===== src/rtl/int_arb_pkg.sv =====
// Shared types and constants for the four-source interrupt arbiter.
// Latency: n/a (declarations only).
// Backpressure: n/a.
package int_arb_pkg;

  localparam int NUM_SRC = 4;

  typedef enum logic [1:0] {
    IDLE     = 2'd0,
    GRANT    = 2'd1,
    WAIT_CLR = 2'd2
  } state_t;

  localparam logic [1:0] SRC_A = 2'd0;
  localparam logic [1:0] SRC_B = 2'd1;
  localparam logic [1:0] SRC_C = 2'd2;
  localparam logic [1:0] SRC_D = 2'd3;

  // Source after idx in round-robin order; 2-bit arithmetic wraps 3 -> 0.
  function automatic logic [1:0] next_src(input logic [1:0] idx);
    return idx + 2'd1;
  endfunction

endpackage


===== src/rtl/int_arbiter4_rr_pick4.sv =====
// Winner picker for four requests: fixed priority (a highest) or round-robin from ptr.
// Latency: combinational, zero cycles.
// Backpressure: none; the result is valid whenever any is high.
//
// Ports:
//   req[3:0]    candidate requests (bit i = source i)
//   ptr[1:0]    round-robin start index, ignored when fixed=1
//   fixed       1 = lowest index wins, 0 = scan ptr, ptr+1, ... mod 4
//   onehot[3:0] one-hot winner, zero when no request
//   idx[1:0]    winner index, zero when no request
//   any         at least one request present
module rr_pick4
  import int_arb_pkg::*;
(
  input  logic [NUM_SRC-1:0] req,
  input  logic [1:0]         ptr,
  input  logic               fixed,
  output logic [NUM_SRC-1:0] onehot,
  output logic [1:0]         idx,
  output logic               any
);

  logic [1:0]         base;
  logic [1:0]         off;
  logic [NUM_SRC-1:0] rot;

  // Both policies share one rotate-then-priority-encode path; fixed priority
  // is simply a scan that always starts at source a.
  always_comb begin
    base   = fixed ? SRC_A : ptr;
    rot    = NUM_SRC'({req, req} >> base);
    off    = '0;
    for (int k = NUM_SRC - 1; k >= 0; k--) begin
      if (rot[k]) off = 2'(k);
    end
    any    = |req;
    idx    = any ? (base + off) : 2'd0;
    onehot = any ? (NUM_SRC'(1) << idx) : '0;
  end

endmodule


===== src/rtl/int_arbiter4.sv =====
// Registered interrupt arbiter: four level requests -> one held one-hot grant plus irq.
// Latency: request captured at edge N, grant/irq registered at edge N+1.
// Backpressure: grant held until ack and the served request clears; others wait pending.
//
// Ports:
//   clk, reset              rising-edge clock, synchronous active-high reset
//   m                       1 = fixed priority a>b>c>d, 0 = round-robin (sampled in IDLE)
//   int_a..int_d            level-sensitive requests
//   ack                     CPU acknowledge of the current grant
//   sa..sd, grant_id        registered one-hot select and index of the granted source
//   irq                     registered interrupt to the CPU side
//   tmo                     one-cycle pulse when a grant is abandoned on timeout
//   mask, pending           only with INT_ARB_MASK_EN: per-source mask and req_q & ~mask
//
// Optional feature macro: INT_ARB_MASK_EN.
module int_arbiter4
  import int_arb_pkg::*;
#(
  parameter int TIMEOUT = 0,
  parameter int TMO_W   = 8
) (
  input  logic       clk,
  input  logic       reset,
  input  logic       m,
  input  logic       int_a,
  input  logic       int_b,
  input  logic       int_c,
  input  logic       int_d,
  input  logic       ack,
  output logic       sa,
  output logic       sb,
  output logic       sc,
  output logic       sd,
  output logic [1:0] grant_id,
  output logic       irq,
  output logic       tmo
`ifdef INT_ARB_MASK_EN
  ,
  input  logic [NUM_SRC-1:0] mask,
  output logic [NUM_SRC-1:0] pending
`endif
);

  localparam bit               TMO_ON   = (TIMEOUT != 0);
  localparam logic [TMO_W-1:0] TMO_LAST = TMO_ON ? TMO_W'(TIMEOUT - 1) : '0;

  state_t             state, state_nxt;
  logic [NUM_SRC-1:0] req_q;
  logic [NUM_SRC-1:0] elig;
  logic [NUM_SRC-1:0] sel_q, sel_nxt;
  logic [1:0]         gid_q, gid_nxt;
  logic [1:0]         rr_ptr, rr_nxt;
  logic [TMO_W-1:0]   tmo_cnt, cnt_nxt;
  logic               irq_nxt, tmo_nxt;
  logic               own_req;

  logic [NUM_SRC-1:0] pick_oh;
  logic [1:0]         pick_idx;
  logic               pick_any;

  // Masking only affects who may win a new arbitration; an active grant
  // tracks the raw request so masking never revokes it.
`ifdef INT_ARB_MASK_EN
  assign elig = req_q & ~mask;
`else
  assign elig = req_q;
`endif

  rr_pick4 u_pick (
    .req    (elig),
    .ptr    (rr_ptr),
    .fixed  (m),
    .onehot (pick_oh),
    .idx    (pick_idx),
    .any    (pick_any)
  );

  assign own_req = req_q[gid_q];

  always_comb begin
    state_nxt = state;
    sel_nxt   = sel_q;
    gid_nxt   = gid_q;
    irq_nxt   = irq;
    tmo_nxt   = 1'b0;
    rr_nxt    = rr_ptr;
    cnt_nxt   = tmo_cnt;
    case (state)
      IDLE: begin
        sel_nxt = '0;
        irq_nxt = 1'b0;
        if (pick_any) begin
          sel_nxt   = pick_oh;
          gid_nxt   = pick_idx;
          irq_nxt   = 1'b1;
          cnt_nxt   = '0;
          state_nxt = GRANT;
        end
      end
      GRANT: begin
        irq_nxt = 1'b1;
        // ack has priority over a same-cycle drop of the served request.
        if (ack) begin
          irq_nxt   = 1'b0;
          state_nxt = WAIT_CLR;
        end else if (!own_req) begin
          // Spurious request: abandon without moving the round-robin pointer.
          sel_nxt   = '0;
          irq_nxt   = 1'b0;
          state_nxt = IDLE;
        end else if (TMO_ON && (tmo_cnt == TMO_LAST)) begin
          sel_nxt   = '0;
          irq_nxt   = 1'b0;
          tmo_nxt   = 1'b1;
          rr_nxt    = next_src(gid_q);
          state_nxt = IDLE;
        end else begin
          cnt_nxt = tmo_cnt + TMO_W'(1);
        end
      end
      WAIT_CLR: begin
        // Select stays up so the datapath keeps routing until the source clears.
        irq_nxt = 1'b0;
        if (!own_req) begin
          sel_nxt   = '0;
          rr_nxt    = next_src(gid_q);
          state_nxt = IDLE;
        end
      end
      default: begin
        sel_nxt   = '0;
        irq_nxt   = 1'b0;
        state_nxt = IDLE;
      end
    endcase
  end

  always_ff @(posedge clk) begin
    if (reset) begin
      state   <= IDLE;
      req_q   <= '0;
      sel_q   <= '0;
      gid_q   <= '0;
      irq     <= 1'b0;
      tmo     <= 1'b0;
      rr_ptr  <= '0;
      tmo_cnt <= '0;
    end else begin
      state   <= state_nxt;
      req_q   <= {int_d, int_c, int_b, int_a};
      sel_q   <= sel_nxt;
      gid_q   <= gid_nxt;
      irq     <= irq_nxt;
      tmo     <= tmo_nxt;
      rr_ptr  <= rr_nxt;
      tmo_cnt <= cnt_nxt;
    end
  end

`ifdef INT_ARB_MASK_EN
  always_ff @(posedge clk) begin
    if (reset) pending <= '0;
    else       pending <= req_q & ~mask;
  end
`endif

  assign {sd, sc, sb, sa} = sel_q;
  assign grant_id         = gid_q;

endmodule

===== config.mk =====
export PLATFORM = sky130hd
export DESIGN_NAME = int_arbiter4
export DESIGN_NICKNAME = d
export VERILOG_FILES = /design/src/rtl/int_arb_pkg.sv /design/src/rtl/int_arbiter4_rr_pick4.sv /design/src/rtl/int_arbiter4.sv
export SDC_FILE = /design/constraint.sdc
export NUM_CORES = 1
export LEC_CHECK = 0
export CORE_UTILIZATION = 52
export DETAILED_ROUTE_END_ITERATION = 10
export HOLD_SLACK_MARGIN = 0.15
export PLACE_DENSITY = 0.78
export SETUP_SLACK_MARGIN = 0.5
export SYNTH_ARGS = -nofsm -noshare
export SYNTH_HDL_FRONTEND = slang
export SYNTH_HIERARCHICAL = 1
export SYNTH_SLANG_ARGS = --single-unit

===== constraint.sdc =====
create_clock -name clk -period 2.46 [get_ports clk]
set_input_delay 0.492 -clock clk [delete_from_list [all_inputs] [get_ports clk]]
set_output_delay 0.492 -clock clk [all_outputs]
set_load 0.01 [all_outputs]

* Yosys cells after proc, flatten, opt, wreduce, memory -nomap -nowiden
Cells that the tools add are included.
Operators by class: add/sub/neg operators 2, magnitude comparators 1, eq/ne operators 4, shifts and indexed selects 2, multiplexer cells 20, bitwise logic cells 1, reduce and logical (&&, ||, !) cells 4
Operators with widths (count):
- two-way mux 2 bit | 9
- two-way mux 4 bit | 3
- case mux 4 bit (3 select lines) | 1
- >> shifter 8 x 2 -> 4 bit | 1
- case mux 2 bit (3 select lines) | 1
- two-way mux 1 bit | 4
- inequality test 2 bit (second input constant) | 2
- AND reduction 2 bit | 2
- OR reduction 4 bit | 1
- left shift 1 x 2 -> 4 bit (first input constant) | 1
- < comparator 2 x 3 -> 1 bit (second input constant) | 1
- adder 2 x 1 -> 2 bit (second input constant) | 1
- adder 2 bit | 1
- binary-select mux 1 bit (select 2 bit) | 1
- == test 2 x 1 -> 1 bit (second input constant) | 1
- == test 2 bit (second input constant) | 1
- zero test 2 bit | 1
- case mux 1 bit (2 select lines) | 1
- NOT 1 bit | 1
Word-level totals: flip-flop bits (word level) 15, input bits 8, output and inout bits 8

* Depth between registers and ports, before layout
Gate-level depths: netlist of run 1.
depth after elaboration 11, mapped depth 11

* Hierarchy
The synthesis of run 1 kept the hierarchy.
Modules (own cells, without submodules):
- int_arbiter4 | times used 1, cells each 80, area an instance 744.5 um2
- rr_pick4 | times used 1, cells each 34, area an instance 257.7 um2

* Worst setup path after synthesis of run 1
OpenSTA, ideal clock, no wires.
kind input-to-reg, from input m, to register sel_q[2], data arrival time 1.980 ns, required time 2.388 ns, setup slack 0.408 ns, stages 10, path buffers 0, path through nand3b_1 > a2bb2oi_1 > o32a_1 > mux2i_1 > ha_1 > nor2b_1 > a32o_2 > nor4_2 > nand2_1 > mux2i_1
On the way: word-level cells in the longest chain between the ends 11
Ends and longest elaborated chain:
- from (decl) | line int_arbiter4.sv:24 | input logic m,
- two-way mux 2 bit (*) | line int_arbiter4_rr_pick4.sv:30 | base = fixed ? SRC_A : ptr;
- >> shifter 8 x 2 -> 4 bit | line int_arbiter4_rr_pick4.sv:31 | rot = NUM_SRC'({req, req} >> base);
- two-way mux 2 bit (4 in series) | line int_arbiter4_rr_pick4.sv:34 | if (rot[k]) off = 2'(k);
- adder 2 bit (*) | line int_arbiter4_rr_pick4.sv:37 | idx = any ? (base + off) : 2'd0;
- two-way mux 2 bit (*) | line int_arbiter4_rr_pick4.sv:37
- left shift 1 x 2 -> 4 bit (*) | line int_arbiter4_rr_pick4.sv:38 | onehot = any ? (NUM_SRC'(1) << idx) : '0;
- named net pick_oh[2] | line int_arbiter4.sv:57 | logic [NUM_SRC-1:0] pick_oh;
- two-way mux 4 bit (*) | line int_arbiter4.sv:92 | if (pick_any) begin
- case mux 4 bit (3 select lines) (*) | line int_arbiter4.sv:88 | case (state)
- to (signal assigned) | line int_arbiter4.sv:151 | sel_q <= sel_nxt;
- to (decl) | line int_arbiter4.sv:50 | logic [NUM_SRC-1:0] sel_q, sel_nxt;
Mark *: on every way through the listed nets, which the timed path passes. The rest lies on a longest branch. A chain may end at the register's enable or synchronous reset.

* Final worst setup path of run 1
from register req_q[1] (netlist: elig[1]), to register sel_q[2]
On the way: word-level cells in the longest chain between the ends 10, elaborated cells on any way between the ends 15
Ends and longest elaborated chain:
- from (decl) | line int_arbiter4.sv:48 | logic [NUM_SRC-1:0] req_q;
- from (signal assigned) | line int_arbiter4.sv:150 | req_q <= {int_d, int_c, int_b, int_a};
- >> shifter 8 x 2 -> 4 bit | line int_arbiter4_rr_pick4.sv:31
- two-way mux 2 bit (4 in series) | line int_arbiter4_rr_pick4.sv:34
- adder 2 bit | line int_arbiter4_rr_pick4.sv:37
- two-way mux 2 bit (*) | line int_arbiter4_rr_pick4.sv:37
- left shift 1 x 2 -> 4 bit (*) | line int_arbiter4_rr_pick4.sv:38
- named net pick_oh[2] | line int_arbiter4.sv:57
- two-way mux 4 bit (*) | line int_arbiter4.sv:92
- case mux 4 bit (3 select lines) (*) | line int_arbiter4.sv:88
Mark *: on every way through the listed nets, which the timed path passes. The rest lies on a longest branch. The select of a mux whose other input is x is not followed.

==> results of run 1 <==
-- power by group through the flow --
stage	Combinational (mW)	Clock [mW]	Sequential (mW)
2_1_floorplan	0.144	0	0.287
3_3_place_gp	0.185	0	0.292
3_5_place_dp	0.191	0	0.293
4_1_cts	0.201	0.145	0.283
5_1_grt	0.224	0.150	0.289
6_report	0.203	0.142	0.284
-- final cells by class --
class                      instances  area, sq um  share of cell area [%]
multi-input combinational         84          654                    52.4
clock buffer                       4         26.3                    2.10
inverter                          10         37.5                    3.00
sequential                        15          318                    25.4
tap                               25         31.3                    2.50
timing repair buffer              19          183                    14.6
-- worst max-delay path, cell delays in order, from the launching register on --
cell and delay [ps]:
dfxtp_4 420, inv_1 100, a32oi_1 220, mux2i_1 110, ha_2 210, nor2b_4 120, a32o_2 290, nor4_2 220
nand2_1 80, mux2i_1 110
-- cell families (layout without fill, tap and decap cells) --
group                    after synthesis  count (layout)
AND/OR/NAND/NOR                       43              43
AO/OA/AOI/OAI                         24              24
flip-flops                            15              15
buffers and inverters                 15              33
multiplexers                          10              10
adder cells (fa/ha/maj)                5               5
other                                  1               1
XOR/XNOR                               1               1
-- synth_stat cells, types with 2 or more instances --
cell       instances  area (sq um)
inv_1              9          33.8
nand3_1            2          10.0
nor2_1             5          18.8
o21a_1             2          15.0
nand2_1           17          63.8
dfxtp_1           15           300
buf_2              3          15.0
a32oi_1            2          17.5
mux2i_1            9          90.1
ha_1               5          62.6
a21oi_1            5          25.0
nor2b_1            6          37.5
o22ai_1            2          12.5
nor4_2             2          25.0
nor3_1             3          15.0
o21ai_0            2          10.0
nand2b_1           2          12.5
o2111ai_1          2          17.5
-- final timing paths --
path,start,end,depth (start not counted)
max reg2reg,elig[1]$_SDFF_PP0_,sel_q[2]$_SDFFE_PP0P_,9
min reg2reg,sel_q[3]$_SDFFE_PP0P_,sel_q[3]$_SDFFE_PP0P_,2
max,elig[1]$_SDFF_PP0_,sel_q[2]$_SDFFE_PP0P_,9
min,sel_q[3]$_SDFFE_PP0P_,sel_q[3]$_SDFFE_PP0P_,2
-- timing repair --
item,in CTS,in global routing
resized for setup,17,4
pin swaps,7,7
endpoints found under the setup margin,6,6
buffers inserted,4,0
-- per-layer routing --
| layer | global-route usage (%) | vias to the layer above | share of wire [%] |
|---|---|---|---|
| li1 | - | 449 | - |
| met1 | 31.3 | 410 | 45 |
| met2 | 40.8 | 25 | 51 |
| met3 | 2.38 | 6 | 3.1 |
| met4 | 8.82 | 0 | 1.4 |
| met5 | 0 | - | 0 |
-- sequential cells by signal (all words and copies together), names as in the netlist --
name	cells
grant_id	2
elig	4
sel_q	4
irq	1
rr_ptr	2
state	2
-- placed cells by master, fill, tap and decap left out, types with 2 or more instances in the layout --
cell,count
o2111ai_1,2
inv_1,8
nor3_1,3
o21ai_0,2
nand3_1,2
o21a_1,2
dfxtp_1,9
inv_2,2
clkdlybuf4s50_1,13
clkbuf_4,3
a21oi_1,5
a32oi_1,2
buf_6,2
nor2_1,5
o22ai_1,2
nand2_1,17
dfxtp_2,2
mux2i_1,9
nor4_2,2
nor2b_1,5
dfxtp_4,4
ha_1,4
buf_4,4
-- stage by stage --
step / total power, mW / cell area (sq um)
6_report: 0.630 / 1250
3_3_place_gp: 0.477 / 1150
5_1_grt: 0.664 / 1250
4_1_cts: 0.630 / 1240
3_5_place_dp: 0.485 / 1150
2_1_floorplan: 0.431 / 1000
==> summary.json, run 1 <==
{
  "detailed_routing": {
    "remaining_drc_errors": 0,
    "detailroute.via_count": 890,
    "drt_wl_total_microns": 2230,
    "post_drt_via_cell_ratio": 5.67,
    "drt_first_iter_violations": 15,
    "postRouteAntennaNets": 0,
    "detail_route.wl_per_cell_microns": 14.2,
    "pre_repair_dr_iteration_count": 5
  },
  "pwr": {
    "power.ir.vdd_worst_mv": 0.387,
    "p_per_area_mw_per_mm2": 504,
    "seq_power_share_pct": 45.2,
    "static-leakage-power_nw": 0.458,
    "power.share.combinational_pct": 32.3,
    "power_internal_mw": 0.424,
    "power_frac_clock_pct": 22.6,
    "switching_share_pct": 32.6,
    "p_sw_mw": 0.205
  },
  "clocking": {
    "cts-htree-levels": 1,
    "ctsHoldBuffers": 0,
    "path_clk_slew_ps": 100,
    "cts-root-to-sink-buffers": 2,
    "numClockSinks": 15,
    "numCtsBuffers": 3,
    "clock-root-buffer": "clkbuf_4",
    "tritoncts": "yes",
    "latest_clock_arrival_within_the_worst_skew_pair_ps": 280
  },
  "status": {
    "status": "finished, final reports clean"
  },
  "final_layout": {
    "layout.nets": 146,
    "final_core_utilization_pct": 70.9,
    "final_layout_size_suffix_gt1_share_pct": 22.7,
    "fin_cells": 157,
    "diode_insertion_count_for_antenna_repair": 0,
    "num-fill-cells": 148,
    "synthToLayoutAreaGrowth_pct": 24.7
  },
  "flow_run": {
    "max_cap_viol_count": 0
  },
  "synthesis": {
    "syn_inst": 114,
    "synth_fa_ha_area_share_pct": 6.24,
    "synth-compound-area-share_pct": 20.3,
    "postSynthAreaPerCell_sq_um": 8.79,
    "synth_seq_cells": 15,
    "ys_types": 39,
    "synth_enable_flop_cells": 0,
    "synth_sequential_area_ratio_pct": 30.0,
    "synth_top_family_by_area": "simple AND/OR/NAND/NOR gates",
    "synthesis.nets": 127,
    "synth.area.mux_share_pct": 11.2,
    "synth_area_sq_mm": 0.00100,
    "ys.flop_type": "dfxtp_1",
    "synth_simple_gate_area_share_pct": 23.8,
    "post_synth_xor_area_fraction_pct": 0.874,
    "ys_warn_count": 6,
    "postSynth.asyncResetShare_pct": 0
  },
  "place": {
    "port-buffer-count": 14,
    "numPlacedInstances": 149,
    "dp.final_hpwl_microns": 1570,
    "placement.setup.worst_slack_ps": -204,
    "routabilityCongestion": 0.784
  },
  "sta": {
    "finalCriticalPeriod_ps": 1930,
    "setup_repair_after_global_routing_missed_its_margin": "yes",
    "setup_viol": 0,
    "timing.fmax_ghz": 0.518,
    "finalClockSkew_ps": 9.40,
    "layout_worst_path_cycle_share_pct": 78.4,
    "worst_hold_check_slack_ps": 466,
    "finalSetupTns_ps": 0,
    "final_max_slew_viol_count": 0,
    "setup_ws_final_ps": 531,
    "hold_viol": 0
  },
  "global_route": {
    "track_usage_pct": 24.1,
    "grt_pass1_wl_microns": 3660,
    "grt_start_max_net_pins": 13,
    "grt_overflow": 0,
    "first_global_vias": 822,
    "grt_antenna_before_repair": 0
  },
  "floorplanning": {
    "fp.dieArea_sq_mm": 0.00211,
    "floorplan.rows": 15,
    "number_of_top_level_pins": 16,
    "die-height_microns": 45.9,
    "initial_utilization_pct": 56.8,
    "placeableCoreArea_sq_mm": 0.00176,
    "die_width_microns": 45.9
  },
  "setup_path": {
    "critical_path.startpoint_type": "flop",
    "worstSetupEndpointType": "flop",
    "crit_arrival_ps": 2150,
    "crit_path_max_fanout": 7,
    "startpoint_to_endpoint_class_of_the_critical_path": "flop to flop",
    "worstPathRequired_ps": 2680,
    "regToRegSetupSlack_ps": 530
  },
  "min_path": {
    "hold_path.class": "flop to flop"
  }
}
Note: power is estimated with default switching activity, not from simulation.
==> run 2, diff against run 1 <==
clock period = 1.97 ns   (was 2.46 ns; I/O delays follow)
==> summary.json, run 2 (synthesized netlist as in run 1, its figures left out) <==
{
  "place": {
    "port-buffer-count": {"value": 14, "change": "unchanged"},
    "cell_area_after_placement": {"value": 0.00123, "unit": "sq mm", "change": "+6.6%"},
    "dp.final_hpwl": {"value": 1680, "unit": "microns", "change": "+7.4%"},
    "routabilityCongestion": {"value": 0.769, "change": "-1.9%"}
  },
  "min_path": {
    "hold_path.class": "flop to flop",
    "hold_sp": "sel_q[1]$_SDFFE_PP0P_"
  },
  "final_layout": {
    "final_layout_size_suffix_gt1_share": {"value": 34.0, "unit": "%", "change": "+11 points"},
    "final_core_utilization": {"value": 77.9, "unit": "%", "change": "+7.1 points"},
    "commonest_non_fill_non_tap_cells_in_the_layout": "15 x nand2_1, 15 x buf_4, 9 x mux2i_1",
    "synthToLayoutAreaGrowth_pct": 37.2,
    "stdcell_area": {"value": 0.00138, "unit": "sq mm", "change": "+10%"},
    "layout.nets": {"value": 158, "change": "+8.2%"},
    "diode_insertion_count_for_antenna_repair": {"value": 0, "change": "unchanged"},
    "num-fill-cells": {"value": 139, "change": "-6.1%"}
  },
  "setup_path": {
    "crit_path_max_incr_delay": {"value": 400, "unit": "ps", "change": "-20 ps"},
    "timing.critical_path.slowest_stage_cell": "dfxtp_4",
    "crit_path_start": "elig[2]$_SDFF_PP0_",
    "startpoint_to_endpoint_class_of_the_critical_path": "flop to flop",
    "crit_arrival": {"value": 2210, "unit": "ps", "change": "+60 ps"},
    "path_buf_inv": {"value": 0, "change": "-1"},
    "startpoint_of_the_worst_register_to_register_path": "elig[2]$_SDFF_PP0_",
    "path_cells": "nand3b_1 -> a2bb2oi_2 -> o32a_1 -> mux2i_1 -> ha_2 -> nor2b_1 -> a32o_2 -> nor4_2 -> nand2_1 -> mux2i_1",
    "critical_path.startpoint_type": "flop",
    "timing.critical_path.mode_cell": "mux2i_1",
    "worstPathRequired": {"value": 2190, "unit": "ps", "change": "-490 ps"},
    "crit_path_max_fanout": {"value": 7, "change": "unchanged"},
    "worstSetupEndpointType": "flop",
    "cpLargestDelayFamily": "compound AO/OA/AOI/OAI gates"
  },
  "global_route": {
    "track_usage": {"value": 25.5, "unit": "%", "change": "+1.4 points"},
    "grt_pass1_wl": {"value": 3810, "unit": "microns", "change": "+4.0%"},
    "first_global_vias": {"value": 898, "change": "+9.2%"},
    "grt_antenna_before_repair": {"value": 0, "change": "unchanged"},
    "grt_overflow": {"value": 0, "change": "unchanged"},
    "grt_start_max_net_pins": {"value": 11, "change": "-2"}
  },
  "floorplanning": {
    "number_of_top_level_pins": {"value": 16, "change": "unchanged"},
    "die_width": {"value": 45.9, "unit": "microns", "change": "unchanged"},
    "floorplan.rows": {"value": 15, "change": "unchanged"},
    "placeableCoreArea": {"value": 0.00176, "unit": "sq mm", "change": "unchanged"},
    "die-height": {"value": 45.9, "unit": "microns", "change": "unchanged"},
    "initial_utilization": {"value": 56.8, "unit": "%", "change": "unchanged"},
    "fp.dieArea": {"value": 0.00211, "unit": "sq mm", "change": "unchanged"}
  },
  "detailed_routing": {
    "pre_repair_dr_iteration_count": {"value": 4, "change": "-1"},
    "drt_wl_total": {"value": 2530, "unit": "microns", "change": "+14%"},
    "drt_first_iter_violations": {"value": 27, "change": "+12"},
    "detailroute.via_count": {"value": 972, "change": "+9.2%"},
    "remaining_drc_errors": {"value": 0, "change": "unchanged"},
    "post_drt_via_cell_ratio": {"value": 5.75, "change": "+1.5%"},
    "postRouteAntennaNets": {"value": 0, "change": "unchanged"},
    "detail_route.wl_per_cell": {"value": 15.0, "unit": "microns", "change": "+5.5%"}
  },
  "sta": {
    "setup_viol": {"value": 2, "change": "+2"},
    "layout_worst_path_cycle_share": {"value": 101, "unit": "%", "change": "+23 points"},
    "finalCriticalPeriod": {"value": 2000, "unit": "ps", "change": "+66.1 ps"},
    "timing.fmax": {"value": 0.501, "unit": "GHz", "change": "-3.3%"},
    "finalClockSkew": {"value": 11.2, "unit": "ps", "change": "+1.80 ps"},
    "setup_repair_after_global_routing_missed_its_margin": "yes",
    "final_max_slew_viol_count": {"value": 0, "change": "unchanged"},
    "hold_viol": {"value": 0, "change": "unchanged"},
    "setup_ws_final": {"value": -25.0, "unit": "ps", "change": "-556 ps"}
  },
  "flow_run": {
    "max_cap_viol_count": {"value": 0, "change": "unchanged"}
  },
  "clocking": {
    "clock-root-buffer": "clkbuf_4",
    "numClockSinks": {"value": 15, "change": "unchanged"},
    "tritoncts": "yes",
    "path_clk_slew": {"value": 100, "unit": "ps", "change": "about the same"},
    "cts-htree-levels": {"value": 1, "change": "unchanged"},
    "latest_clock_arrival_within_the_worst_skew_pair": {"value": 290, "unit": "ps", "change": "about the same"},
    "numCtsBuffers": {"value": 3, "change": "unchanged"},
    "cts-root-to-sink-buffers": {"value": 2, "change": "unchanged"},
    "ctsHoldBuffers": {"value": 0, "change": "unchanged"}
  },
  "pwr": {
    "static-leakage-power": {"value": 0.556, "unit": "nW", "change": "+21%"},
    "p_per_area": {"value": 612, "unit": "mW/mm^2", "change": "+21%"},
    "power.ir.vdd_worst": {"value": 0.428, "unit": "mV", "change": "+11%"}
  },
  "status": {
    "status": "finished, violations left",
    "failed_checks": "setup timing"
  }
}
==> run 2: changes by cell type in the layout (fill, tap and decap cells not counted), sizes merged <==
cell / previous run / this run
clkdlybuf4s50: 13 / 7
clkbuf: 4 / 3
dlygate4sd2: 0 / 6
clkinv: 0 / 1
clkdlybuf4s15: 0 / 1
buf: 6 / 17
==> run 2: cell type report <==
| class | instances | area (sq um) | area share [%] |
|---|---|---|---|
| Clock buffer | 3 | 22.5 | 1.64 |
| Clock inverter | 1 | 5.00 | 0.364 |
| Inverter | 10 | 37.5 | 2.73 |
| Multi-Input combinational cell | 84 | 694 | 50.5 |
| Sequential cell | 15 | 317 | 23.0 |
| Tap cell | 25 | 31.3 | 2.27 |
| Timing Repair Buffer | 31 | 268 | 19.5 |
==> run 2: through the flow <==
| step | setup TNS (ps) | hold WS [ps] | std cells | setup slack (ps) | power [mW] |
|---|---|---|---|---|---|
| 2_1_floorplan | 0 | 482 | 114 | 77.8 | 0.547 |
| 3_3_place_gp | -2610 | 443 | 156 | -492 | 0.616 |
| 3_5_place_dp | -3090 | 462 | 156 | -597 | 0.627 |
| 4_1_cts | -34.2 | 474 | 165 | -34.2 | 0.813 |
| 5_1_grt | -571 | 513 | 169 | -153 | 0.890 |
| 6_report | -48.8 | 481 | 169 | -25.0 | 0.841 |
==> run 2: repair_timing <==
action / CTS / global route
gates resized for setup: 17 / 8
cloned: 0 / 0
setup buffers: 5 / 4
pin swaps: 8 / 4
setup endpoints to repair: 15 / 11
==> run 2: worst paths after layout <==
path                           end  slack [ps]  cells past startpoint
min reg2reg  sel_q[1]$_SDFFE_PP0P_         480                      2
max          sel_q[2]$_SDFFE_PP0P_         -30                     10
max reg2reg  sel_q[2]$_SDFFE_PP0P_         -30                     10
min          sel_q[1]$_SDFFE_PP0P_         480                      2
==> run 2: layer usage <==
layer	track usage (%)	up-vias	part of all wire, %
li1	-	467	-
met1	25.8	456	40
met2	50.1	34	53
met3	3.97	15	3.6
met4	10.6	0	3.2
met5	0	-	0
==> run 2: power by group <==
part	total, mW	switching [mW]	internal [mW]
Combinational	0.308	0.154	0.153
Clock	0.179	0.103	0.0756
Sequential	0.355	0.0278	0.327
Total	0.841	0.285	0.556
==> run 2: tightest hold or removal path: stages, from the launching register on <==
cell,delay (ps)
dfxtp_1,320
nand2_1,60
mux2i_1,60
==> run 3, diff against run 2 <==
SETUP_SLACK_MARGIN = unset   (was 0.5)
==> summary.json, run 3 (synthesized netlist as in run 1, its figures left out) <==
{
  "detailed_routing": {
    "drt_first_iter_violations": {"value": 6, "change": "-78%"},
    "detail_route.wl_per_cell": {"value": 13.2, "unit": "microns", "change": "-12%"},
    "postRouteAntennaNets": {"value": 0, "change": "unchanged"},
    "pre_repair_dr_iteration_count": {"value": 4, "change": "unchanged"},
    "remaining_drc_errors": {"value": 0, "change": "unchanged"},
    "drt_wl_total": {"value": 2210, "unit": "microns", "change": "-13%"},
    "detailroute.via_count": {"value": 898, "change": "-7.6%"},
    "post_drt_via_cell_ratio": {"value": 5.38, "change": "-6.5%"}
  },
  "sta": {
    "worst_hold_check_slack": {"value": 461, "unit": "ps", "change": "-20.0 ps"},
    "final_max_slew_viol_count": {"value": 0, "change": "unchanged"},
    "hold_viol": {"value": 0, "change": "unchanged"},
    "layout_worst_path_cycle_share": {"value": 99.9, "unit": "%", "change": "-1.3 points"},
    "setup_viol": {"value": 0, "change": "-2"},
    "setup_repair_after_global_routing_missed_its_margin": "yes",
    "timing.fmax": {"value": 0.508, "unit": "GHz", "change": "+1.3%"},
    "finalClockSkew": {"value": 0.952, "unit": "ps", "change": "-10.2 ps"},
    "finalCriticalPeriod": {"value": 1970, "unit": "ps", "change": "-26.5 ps"}
  },
  "setup_path": {
    "regToRegSetupSlack": {"value": 1, "unit": "ps", "change": "+30 ps"},
    "crit_path_max_fanout": {"value": 4, "change": "-3"},
    "worstSetupEndpointType": "flop",
    "reg2regPathDepth": {"value": 11, "change": "+1"},
    "critical_path.startpoint_type": "flop",
    "startpoint_to_endpoint_class_of_the_critical_path": "flop to flop",
    "crit_arrival": {"value": 2140, "unit": "ps", "change": "-70 ps"},
    "critical_path.reg2reg.endpoint": "sel_q[3]$_SDFFE_PP0P_",
    "worstPathRequired": {"value": 2140, "unit": "ps", "change": "-50 ps"},
    "startpoint_of_the_worst_register_to_register_path": "elig[2]$_SDFF_PP0_"
  },
  "status": {
    "status": "finished, final reports clean"
  },
  "min_path": {
    "hold_path.class": "flop to flop",
    "hold_sp": "sel_q[0]$_SDFFE_PP0P_",
    "hold-path-cell-count": {"value": 2, "change": "unchanged"},
    "whs_endpoint": "sel_q[0]$_SDFFE_PP0P_"
  },
  "final_layout": {
    "fin_cells": {"value": 167, "change": "-1.2%"},
    "num-fill-cells": {"value": 144, "change": "+3.6%"},
    "commonest_non_fill_non_tap_cells_in_the_layout": "17 x nand2_1, 13 x clkdlybuf4s50_1, 12 x buf_4",
    "final_layout_size_suffix_gt1_share": {"value": 28.2, "unit": "%", "change": "-5.9 points"},
    "diode_insertion_count_for_antenna_repair": {"value": 0, "change": "unchanged"},
    "layout_commonest_cell": "nand2_1",
    "synthToLayoutAreaGrowth_pct": 32.2,
    "stdcell_area": {"value": 0.00133, "unit": "sq mm", "change": "-3.6%"},
    "layout.nets": {"value": 156, "change": "-1.3%"}
  },
  "clocking": {
    "clock-root-buffer": "clkbuf_4",
    "cts-root-to-sink-buffers": {"value": 2, "change": "unchanged"},
    "cts-htree-levels": {"value": 1, "change": "unchanged"},
    "ctsHoldBuffers": {"value": 0, "change": "unchanged"},
    "tritoncts": "yes",
    "numCtsBuffers": {"value": 3, "change": "unchanged"},
    "path_clk_slew": {"value": 90, "unit": "ps", "change": "about the same"},
    "latest_clock_arrival_within_the_worst_skew_pair": {"value": 290, "unit": "ps", "change": "about the same"},
    "numClockSinks": {"value": 15, "change": "unchanged"}
  },
  "global_route": {
    "grt_start_max_net_pins": {"value": 11, "change": "unchanged"},
    "grt_pass1_wl": {"value": 3440, "unit": "microns", "change": "-9.8%"},
    "grt_overflow": {"value": 0, "change": "unchanged"},
    "grt_antenna_before_repair": {"value": 0, "change": "unchanged"},
    "first_global_vias": {"value": 800, "change": "-11%"},
    "track_usage": {"value": 23.1, "unit": "%", "change": "-2.5 points"}
  },
  "floorplanning": {
    "fp.dieArea": {"value": 0.00211, "unit": "sq mm", "change": "unchanged"},
    "number_of_top_level_pins": {"value": 16, "change": "unchanged"},
    "placeableCoreArea": {"value": 0.00176, "unit": "sq mm", "change": "unchanged"},
    "floorplan.rows": {"value": 15, "change": "unchanged"},
    "die-height": {"value": 45.9, "unit": "microns", "change": "unchanged"},
    "die_width": {"value": 45.9, "unit": "microns", "change": "unchanged"},
    "initial_utilization": {"value": 56.8, "unit": "%", "change": "unchanged"}
  },
  "flow_run": {
    "max_cap_viol_count": {"value": 0, "change": "unchanged"}
  },
  "pwr": {
    "power_internal": {"value": 0.549, "unit": "mW", "change": "-1.3%"},
    "p_per_area": {"value": 613, "unit": "mW/mm^2", "change": "+0.22%"},
    "switching_share": {"value": 32.5, "unit": "%", "change": "-1.4 points"},
    "static-leakage-power": {"value": 0.508, "unit": "nW", "change": "-8.6%"},
    "total_power": {"value": 0.812, "unit": "mW", "change": "-3.4%"},
    "seq_power_share": {"value": 43.4, "unit": "%", "change": "+1.2 points"},
    "power.ir.vdd_worst": {"value": 0.500, "unit": "mV", "change": "+17%"},
    "p_sw": {"value": 0.264, "unit": "mW", "change": "-7.5%"},
    "power.share.combinational": {"value": 34.2, "unit": "%", "change": "-2.4 points"},
    "power_frac_clock": {"value": 22.4, "unit": "%", "change": "+1.2 points"}
  },
  "place": {
    "routabilityCongestion": {"value": 0.790, "change": "+2.7%"},
    "numPlacedInstances": {"value": 162, "change": "+3.8%"},
    "dp.final_hpwl": {"value": 1640, "unit": "microns", "change": "-2.6%"},
    "cell_area_after_placement": {"value": 0.00124, "unit": "sq mm", "change": "+1.5%"},
    "port-buffer-count": {"value": 14, "change": "unchanged"}
  }
}
-- run 3: cell count changes in the layout (fill, tap and decap cells not counted), sizes merged --
cell           change
buf                -2
clkbuf             +2
clkdlybuf4s15      -1
clkdlybuf4s50      +6
clkinv             -1
dlygate4sd2        -6
-- run 3: worst max-delay path by stage --
stage / from / end / slack (ps)
detailed placement: m / sel_q[1]$_SDFFE_PP0P_ / -610
global route: rr_ptr[1]$_SDFFE_PP0P_ / sel_q[3]$_SDFFE_PP0P_ / -110
floorplan: elig[2]$_SDFF_PP0_ / sel_q[2]$_SDFFE_PP0P_ / 7
finish: elig[2]$_SDFF_PP0_ / sel_q[3]$_SDFFE_PP0P_ / 1
global placement: m / sel_q[1]$_SDFFE_PP0P_ / -500
CTS: elig[2]$_SDFF_PP0_ / sel_q[1]$_SDFFE_PP0P_ / 2
-- run 3: what timing repair did --
item,in CTS,in global routing
buffers inserted,0,1
resized for setup,7,13
pin swaps,3,5
endpoints found under the setup margin,5,5
-- run 3: critical path, stage by stage, from the launching register on --
cell,delay (ps)
dfxtp_4,380
nand3b_1,100
a2bb2oi_2,140
o32a_1,160
mux2i_1,70
ha_2,190
buf_6,120
a311oi_4,340
buf_4,190
nor3_2,40
nand2_1,60
mux2i_1,60
-- run 3: layer usage --
metal / track usage, % / vias to the layer above / wire length [microns]
met5: 0 / - / 0
met4: 10.6 / 0 / 45
met3: 2.38 / 5 / 67
met2: 40.8 / 23 / 1120
met1: 27.4 / 408 / 976
li1: - / 462 / -
-- run 3: power by group through the flow --
stage	Sequential [mW]	Combinational (mW)	Clock (mW)
6_report	0.353	0.278	0.182
5_1_grt	0.356	0.304	0.193
4_1_cts	0.353	0.270	0.187
3_5_place_dp	0.359	0.266	0
3_3_place_gp	0.358	0.260	0
2_1_floorplan	0.358	0.180	0
-- run 3: through the flow --
step	setup WS [ps]	util (%)	setup TNS, ps
4_1_cts	1.80	73.1	0
3_5_place_dp	-611	70.6	-3160
2_1_floorplan	7.33	-	0
3_3_place_gp	-503	70.6	-2580
6_report	1.46	75.1	0
5_1_grt	-106	75.1	-385
-- run 3: area by class of cell --
| cell class | count | area (sq um) | share of cell area, % |
|---|---|---|---|
| Tap cell | 25 | 31.3 | 2.36 |
| Multi-Input combinational cell | 84 | 659 | 49.8 |
| Timing Repair Buffer | 29 | 259 | 19.5 |
| Sequential cell | 15 | 312 | 23.5 |
| Clock buffer | 4 | 26.3 | 1.98 |
| Inverter | 10 | 37.5 | 2.83 |
